==> src/rtl/pc_stack_unit_if.sv <==
// ============================================================================
// pc_stack_unit_if
// ----------------------------------------------------------------------------
// Purpose : Bundles the control-side inputs and the fetch/status outputs of
//           the program-counter stage with its return-address stack.
//
// Signal summary:
//   en      : PC update enable (0 = hold everything)
//   s_inc   : 1 = next PC is PC+1, 0 = next PC is dest
//   call    : push PC+1, jump to dest
//   ret     : pop stack top into PC
//   dest    : jump/call target [ADDR_W-1:0]
//   pc      : current fetch address to program memory
//   sp      : number of valid stack entries, 0..DEPTH
//   stk_ovf : sticky overflow flag
//   stk_unf : sticky underflow flag
//
// Modports:
//   master : control unit side (drives controls, observes pc/sp/flags)
//   slave  : pc_stack_unit side
// ============================================================================
interface pc_stack_unit_if #(
    parameter int ADDR_W = 10,
    parameter int DEPTH  = 8
);
    localparam int SP_W = $clog2(DEPTH) + 1;

    logic              en;
    logic              s_inc;
    logic              call;
    logic              ret;
    logic [ADDR_W-1:0] dest;
    logic [ADDR_W-1:0] pc;
    logic [SP_W-1:0]   sp;
    logic              stk_ovf;
    logic              stk_unf;

    modport master (
        output en, s_inc, call, ret, dest,
        input  pc, sp, stk_ovf, stk_unf
    );

    modport slave (
        input  en, s_inc, call, ret, dest,
        output pc, sp, stk_ovf, stk_unf
    );
endinterface

==> src/rtl/pc_stack_unit.sv <==
// ============================================================================
// pc_stack_unit
// ----------------------------------------------------------------------------
// Purpose : Program-counter stage of the single-cycle CPU. Holds the PC,
//           selects increment / jump target / return address, and keeps a
//           hardware return-address stack with sticky overflow/underflow
//           flags.
//
// Ports:
//   clk    : system clock, all state updates on rising edge
//   reset  : asynchronous active-low reset
//   bus    : pc_stack_unit_if.slave (en, s_inc, call, ret, dest in;
//            pc, sp, stk_ovf, stk_unf out)
//
// Parameters:
//   ADDR_W  : PC / jump-target width
//   DEPTH   : return-stack entries (power of two, >= 2)
//   RST_VEC : PC value loaded on reset
//
// Build option:
//   PCU_STK_CIRC_EN : when defined the stack is circular; a call at full
//                     depth discards the oldest entry instead of the new one
//                     and stk_ovf is never set.
//
// Control semantics: there is no valid/ready handshake. A request (call, ret,
// s_inc/dest) is consumed on every rising edge where en=1 and ignored when
// en=0; priority is ret > call > s_inc/dest. All outputs are registered, so
// the new fetch address appears one cycle after the controls.
// ============================================================================
module pc_stack_unit #(
    parameter int              ADDR_W  = 10,
    parameter int              DEPTH   = 8,
    parameter logic [ADDR_W-1:0] RST_VEC = '0
) (
    input logic              clk,
    input logic              reset,
    pc_stack_unit_if.slave   bus
);
    localparam int SP_W  = $clog2(DEPTH) + 1;
    localparam int IDX_W = $clog2(DEPTH);

    logic [ADDR_W-1:0] r_pc;
    logic [SP_W-1:0]   r_sp;
    logic [ADDR_W-1:0] r_stack [DEPTH];
    logic              r_ovf;
    logic              r_unf;

    logic [ADDR_W-1:0] w_pc_inc;
    logic              w_full;
    logic              w_empty;
    logic [IDX_W-1:0]  w_push_idx;
    logic [IDX_W-1:0]  w_top_idx;

    always_comb begin
        w_pc_inc   = r_pc + ADDR_W'(1);
        w_full     = (r_sp == SP_W'(DEPTH));
        w_empty    = (r_sp == '0);
        // Low bits of sp address the next free slot; when full they wrap to
        // 0, so subtracting one still lands on the top entry (DEPTH-1).
        w_push_idx = r_sp[IDX_W-1:0];
        w_top_idx  = r_sp[IDX_W-1:0] - IDX_W'(1);
    end

    always_ff @(posedge clk or negedge reset) begin
        if (!reset) begin
            r_pc  <= RST_VEC;
            r_sp  <= '0;
            r_ovf <= 1'b0;
            r_unf <= 1'b0;
            for (int i = 0; i < DEPTH; i++) begin
                r_stack[i] <= '0;
            end
        end else if (bus.en) begin
            if (bus.ret) begin
                // ret wins over a simultaneous call; the call is dropped.
                if (w_empty) begin
                    r_unf <= 1'b1;
                    r_pc  <= w_pc_inc;
                end else begin
                    r_pc <= r_stack[w_top_idx];
                    r_sp <= r_sp - SP_W'(1);
                end
            end else if (bus.call) begin
                // The jump is taken whether or not the push succeeds.
                r_pc <= bus.dest;
                if (!w_full) begin
                    r_stack[w_push_idx] <= w_pc_inc;
                    r_sp                <= r_sp + SP_W'(1);
                end else begin
`ifdef PCU_STK_CIRC_EN
                    // Slide every entry down one slot, dropping the oldest,
                    // and put the new return address on top.
                    for (int i = 0; i < DEPTH - 1; i++) begin
                        r_stack[i] <= r_stack[i+1];
                    end
                    r_stack[DEPTH-1] <= w_pc_inc;
`else
                    r_ovf <= 1'b1;
`endif
                end
            end else if (bus.s_inc) begin
                r_pc <= w_pc_inc;
            end else begin
                r_pc <= bus.dest;
            end
        end
    end

    assign bus.pc      = r_pc;
    assign bus.sp      = r_sp;
    assign bus.stk_ovf = r_ovf;
    assign bus.stk_unf = r_unf;

endmodule
==> src/flat_wrapper.sv <==
// flat-port wrapper written by rule: the top's interface ports become plain ports
module pc_stack_unit_flat 
#(
    parameter int              ADDR_W  = 10,
    parameter int              DEPTH   = 8,
    parameter logic [ADDR_W-1:0] RST_VEC = '0
)
  (clk, reset, bus_en, bus_s_inc, bus_call, bus_ret, bus_dest, bus_pc, bus_sp, bus_stk_ovf, bus_stk_unf);
  pc_stack_unit_if #(.ADDR_W(ADDR_W), .DEPTH(DEPTH)) bus_i ();
  input logic clk;
  input logic reset;
  input wire logic [$bits(bus_i.en)-1:0] bus_en;
  input wire logic [$bits(bus_i.s_inc)-1:0] bus_s_inc;
  input wire logic [$bits(bus_i.call)-1:0] bus_call;
  input wire logic [$bits(bus_i.ret)-1:0] bus_ret;
  input wire logic [$bits(bus_i.dest)-1:0] bus_dest;
  output wire logic [$bits(bus_i.pc)-1:0] bus_pc;
  output wire logic [$bits(bus_i.sp)-1:0] bus_sp;
  output wire logic [$bits(bus_i.stk_ovf)-1:0] bus_stk_ovf;
  output wire logic [$bits(bus_i.stk_unf)-1:0] bus_stk_unf;
  assign bus_i.en = bus_en;
  assign bus_i.s_inc = bus_s_inc;
  assign bus_i.call = bus_call;
  assign bus_i.ret = bus_ret;
  assign bus_i.dest = bus_dest;
  assign bus_pc = bus_i.pc;
  assign bus_sp = bus_i.sp;
  assign bus_stk_ovf = bus_i.stk_ovf;
  assign bus_stk_unf = bus_i.stk_unf;
  pc_stack_unit #(.ADDR_W(ADDR_W), .DEPTH(DEPTH), .RST_VEC(RST_VEC)) u_core (.clk(clk), .reset(reset), .bus(bus_i));
endmodule
==> config.mk <==
export PLATFORM = sky130hd
export DESIGN_NAME = pc_stack_unit_flat
export DESIGN_NICKNAME = d
export VERILOG_FILES = /design/src/rtl/pc_stack_unit_if.sv /design/src/rtl/pc_stack_unit.sv /design/src/flat_wrapper.sv
export SDC_FILE = /design/constraint.sdc
export NUM_CORES = 1
export LEC_CHECK = 0
export BUFFER_PORTS_ARGS = -buffer_cell sky130_fd_sc_hd__buf_2
export CAP_MARGIN = 0
export CORE_ASPECT_RATIO = 1.75
export CORE_MARGIN = 2
export CORE_UTILIZATION = 51
export CTS_CLUSTER_SIZE = 25
export DETAILED_ROUTE_END_ITERATION = 8
export PLACE_DENSITY = 0.76
export SLEW_MARGIN = 0
export SYNTH_ARGS = -nofsm -noshare
export SYNTH_HDL_FRONTEND = slang
export SYNTH_SLANG_ARGS = --single-unit
export TNS_END_PERCENT = 1
==> constraint.sdc <==
create_clock -name clk -period 5 [get_ports clk]
set_input_delay 0.5 -clock clk [delete_from_list [all_inputs] [get_ports clk]]
set_output_delay 0.5 -clock clk [all_outputs]
set_load 0.03 [all_outputs]
==> summary.md <==
| Metric | Value |
|---|---|
| Setup ws final | `1936 ps` |
| Placement Cell Area | `4832 µm²` |
| Final WL | `9502 µm` |
| Tcrit/Tclk final | `0.6128` |
| P&R area growth vs syn | `10.12%` |
| Crit path cell chain | `buf_4 -> inv_1 -> ha_1 -> mux4_2 -> a22o_1 -> a221o_1 -> a22o_1` |
| Ys async rst share | `1.000` |
| First-pass GRT wire length | `15860 µm` |
| Io pins | `32` |
| Final max-slew violation count | `0` |
| Arr. time, crit path | `3290 ps` |
| Post-synth EDFFs | `0` |
| Ys Warns | `0` |
| Initial Utilization | `0.5180` |
| Mean Syn Cell Area | `11.07 µm²` |
| Post-synth top flop | `dfrtp_1` |
| Crit Reg-Reg Startpoint | `u_core.bus.sp[0]$_DFFE_PN0P_` |
| Worst vdd ir | `0.0002468 V` |
| Port Buffers | `31` |
| Max Cap Viol | `0` |
| Largest net degree at the start of global routing | `73` |
| CP Class | `reg -> reg` |
| Total Routing Usage GR | `0.2069` |
| Final instance area | `5121 µm²` |
| Pleak | `2.301 nW` |
| Setup crit end kind | `register` |
| Num CTS Buffers | `9` |
| Worst Max-Slew Pin Slew | `997.5 ps` |
| Placement Rows | `46` |
| CP dominant cell by count | `a22o_1` |
| Fmax | `326.4 MHz` |
| Post-Syn Nets | `441` |
| RSZ-0062 raised after global routing | `no` |
| CTS tree | `done` |
| CTS resizes | `0` |
| Ant. Diodes | `0` |
| Die Area | `9929 µm²` |
| Mapped Cells | `420` |
| Path depth of the worst reg2reg path | `7` |
| Setup tns final | `0 ps` |
| Die X | `76.19 µm` |
| Final GP Congestion | `0.8503` |
| Clk sinks | `96` |
| CP startpoint kind | `register` |
| CTS Hold Bufs | `0` |
| H-tree depth | `3` |
| CP Capture Point | `u_core.bus.pc[9]$_DFFE_PN0P_` |
| HP Class | `in -> async` |
| Cell Area, Synth | `4651 µm²` |
| Drt pass-1 iters | `4` |
| Post-CTS setup buffers | `0` |
| Pwr/cell area | `660.3 nW/µm²` |
| Dpl ws | `1891 ps` |
| HPWL after DPL | `6744 µm` |
| Post-synthesis register bit count | `96` |
| Worst r2r dst | `u_core.bus.pc[9]$_DFFE_PN0P_` |
| Reg clk slew, reported paths | `60 ps` |
| CP Launch Point | `u_core.bus.sp[0]$_DFFE_PN0P_` |
| Via count | `3184` |
| Tmin final | `3064 ps` |
| Crit path largest cell delay | `880 ps` |
| Final setup vio count | `0` |
| Relative slew slack | `0.3302` |
| Reg2reg setup slack | `1940 ps` |
| Synth unique cells | `54` |
| Nets | `461` |
| Number of remaining DRC errors | `0` |
| Final std cells w/o fill | `564` |
| Sequential cell area fraction in the yosys report | `0.5165` |
| CTS Buffer Depth | `2` |
| Max stage delay cell, worst path | `ha_1` |
| Layout cells sized above 1 | `0.1959` |
| Number of global-route vias before repair | `3191` |
| Fin. Hold Viols | `0` |
| Die Y | `130.3 µm` |
| Antenna violations before repair | `0` |
| Worst clock skew | `5.307 ps` |
| Status | `completed` |
| Critical path data required time | `5230 ps` |
| Remaining global-route overflow | `0` |
| DR vias/cell | `5.645` |
| Clk_lat worst skew | `340 ps` |
| Core box area | `8979 µm²` |
| Crit Path Max Fanout | `25` |
| ANT nets after route | `0` |
| Cells after DPL | `549` |
| Fill count | `737` |
| Wire per inst | `16.85 µm` |
| 1st-iter DRT viols | `241` |
| Clock Tree Root | `clkbuf_16` |
[worst max-delay path: cells and delay by family, from the launching register on]
family                   cells  cell delay [ps]
buffers and inverters        2              610
adder cells (fa/ha/maj)      1              880
AO/OA/AOI/OAI                3              730
multiplexers                 1              410
flip-flops                   1              320
[power breakdown]
| part | internal [W] | switching [W] |
|---|---|---|
| Sequential | 0.00108 | 0.000240 |
| Clock | 0.000401 | 0.000274 |
| Combinational | 0.000591 | 0.000794 |
| Total | 0.00207 | 0.00131 |
[layout by cell type, fill, tap and decap left out, drive strengths merged, types with 2 or more instances in the layout]
cell,count
xnor2,8
inv,8
o2bb2ai,2
mux2i,8
o21ai,71
dfrtp,96
buf,33
nor3,4
nand3b,2
and2,2
a21oi,12
ha,4
nand2,86
nand3,7
o22a,2
xor2,4
mux2,7
a22o,3
nor2b,2
o211a,2
nand4,3
nor3b,3
o22ai,3
mux4,20
clkbuf,13
nor2,25
[synth_stat cells, drive strengths merged, types with 2 or more instances]
cell     number  area [µm²]
a21oi        12       60.06
a22o          3       26.28
and2          2       12.51
buf          16       111.4
clkbuf        8       30.03
dfrtp        96        2402
ha            4       50.05
inv           7       26.28
mux2          7       82.57
mux2i         8       80.08
mux4         20       450.4
nand2        86       347.8
nand3         7       52.55
nand3b        2       15.01
nand4         3       18.77
nor2         25       101.4
nor2b         2       12.51
nor3          4       42.54
nor3b         3       32.53
o211a         2       20.02
o21ai        71       377.9
o22a          2       17.52
o22ai         3       18.77
o2bb2ai       2       17.52
xnor2         8       70.07
xor2          4       53.81
[metal layers]
| layer | vias up | share of wire | global-route usage | wire, µm |
|---|---|---|---|---|
| li1 | 1523 | - | - | - |
| met1 | 1578 | 0.42 | 0.2422 | 3961 |
| met2 | 65 | 0.52 | 0.3603 | 4972 |
| met3 | 18 | 0.028 | 0.04426 | 265 |
| met4 | 0 | 0.032 | 0.1102 | 302 |
| met5 | - | 0 | 0 | 0 |
[final cells by class]
| class | instances | area, µm² | area share |
|---|---|---|---|
| Sequential cell | 96 | 2402 | 0.4691 |
| Multi-Input combinational cell | 293 | 2081 | 0.4063 |
| Clock buffer | 13 | 250.2 | 0.04886 |
| Clock inverter | 2 | 38.79 | 0.007574 |
| Inverter | 7 | 26.28 | 0.005131 |
| Timing Repair Buffer | 33 | 172.7 | 0.03372 |
| Tap cell | 120 | 150.1 | 0.02932 |
[metrics by stage]
stage,util,total power [W],hold WS (ps)
after global routing,0.5704,0.003598,69.97
after CTS,0.5704,0.003396,62.68
after global placement,0.5382,0.002658,416.0
final,0.5704,0.003382,55.49
after detailed placement,0.5382,0.002714,424.6
after floorplan,-,0.002375,204.4
[cell families (layout without fill, tap and decap cells)]
kind of cell / count (synthesis) / count (layout) / synth area share
multiplexers: 35 / 35 / 0.1318
adder cells (fa/ha/maj): 5 / 5 / 0.01507
XOR/XNOR: 12 / 12 / 0.02664
buffers and inverters: 31 / 55 / 0.03605
AND/OR/NAND/NOR: 137 / 137 / 0.1415
flip-flops: 96 / 96 / 0.5165
AO/OA/AOI/OAI: 104 / 104 / 0.1324
[flip-flops by register name (all words and copies together) (netlist names)]
register,count
u_core.r_stack,80
u_core.bus.pc,10
u_core.bus.stk_ovf,1
u_core.bus.stk_unf,1
u_core.bus.sp,4
[how the worst min path moves through the flow]
stage | endpoint | slack [ps] | cells after the start
final | u_core.bus.sp[0]$_DFFE_PN0P_ | 60 | 1
after global routing | u_core.bus.sp[1]$_DFFE_PN0P_ | 70 | 1
after CTS | u_core.bus.sp[0]$_DFFE_PN0P_ | 60 | 1
after detailed placement | u_core.bus.sp[0]$_DFFE_PN0P_ | 420 | 1
after global placement | u_core.bus.sp[0]$_DFFE_PN0P_ | 420 | 1
after floorplan | u_core.bus.pc[0]$_DFFE_PN0P_ | 200 | 0
No activity file was read; power rests on OpenSTA's default activity.
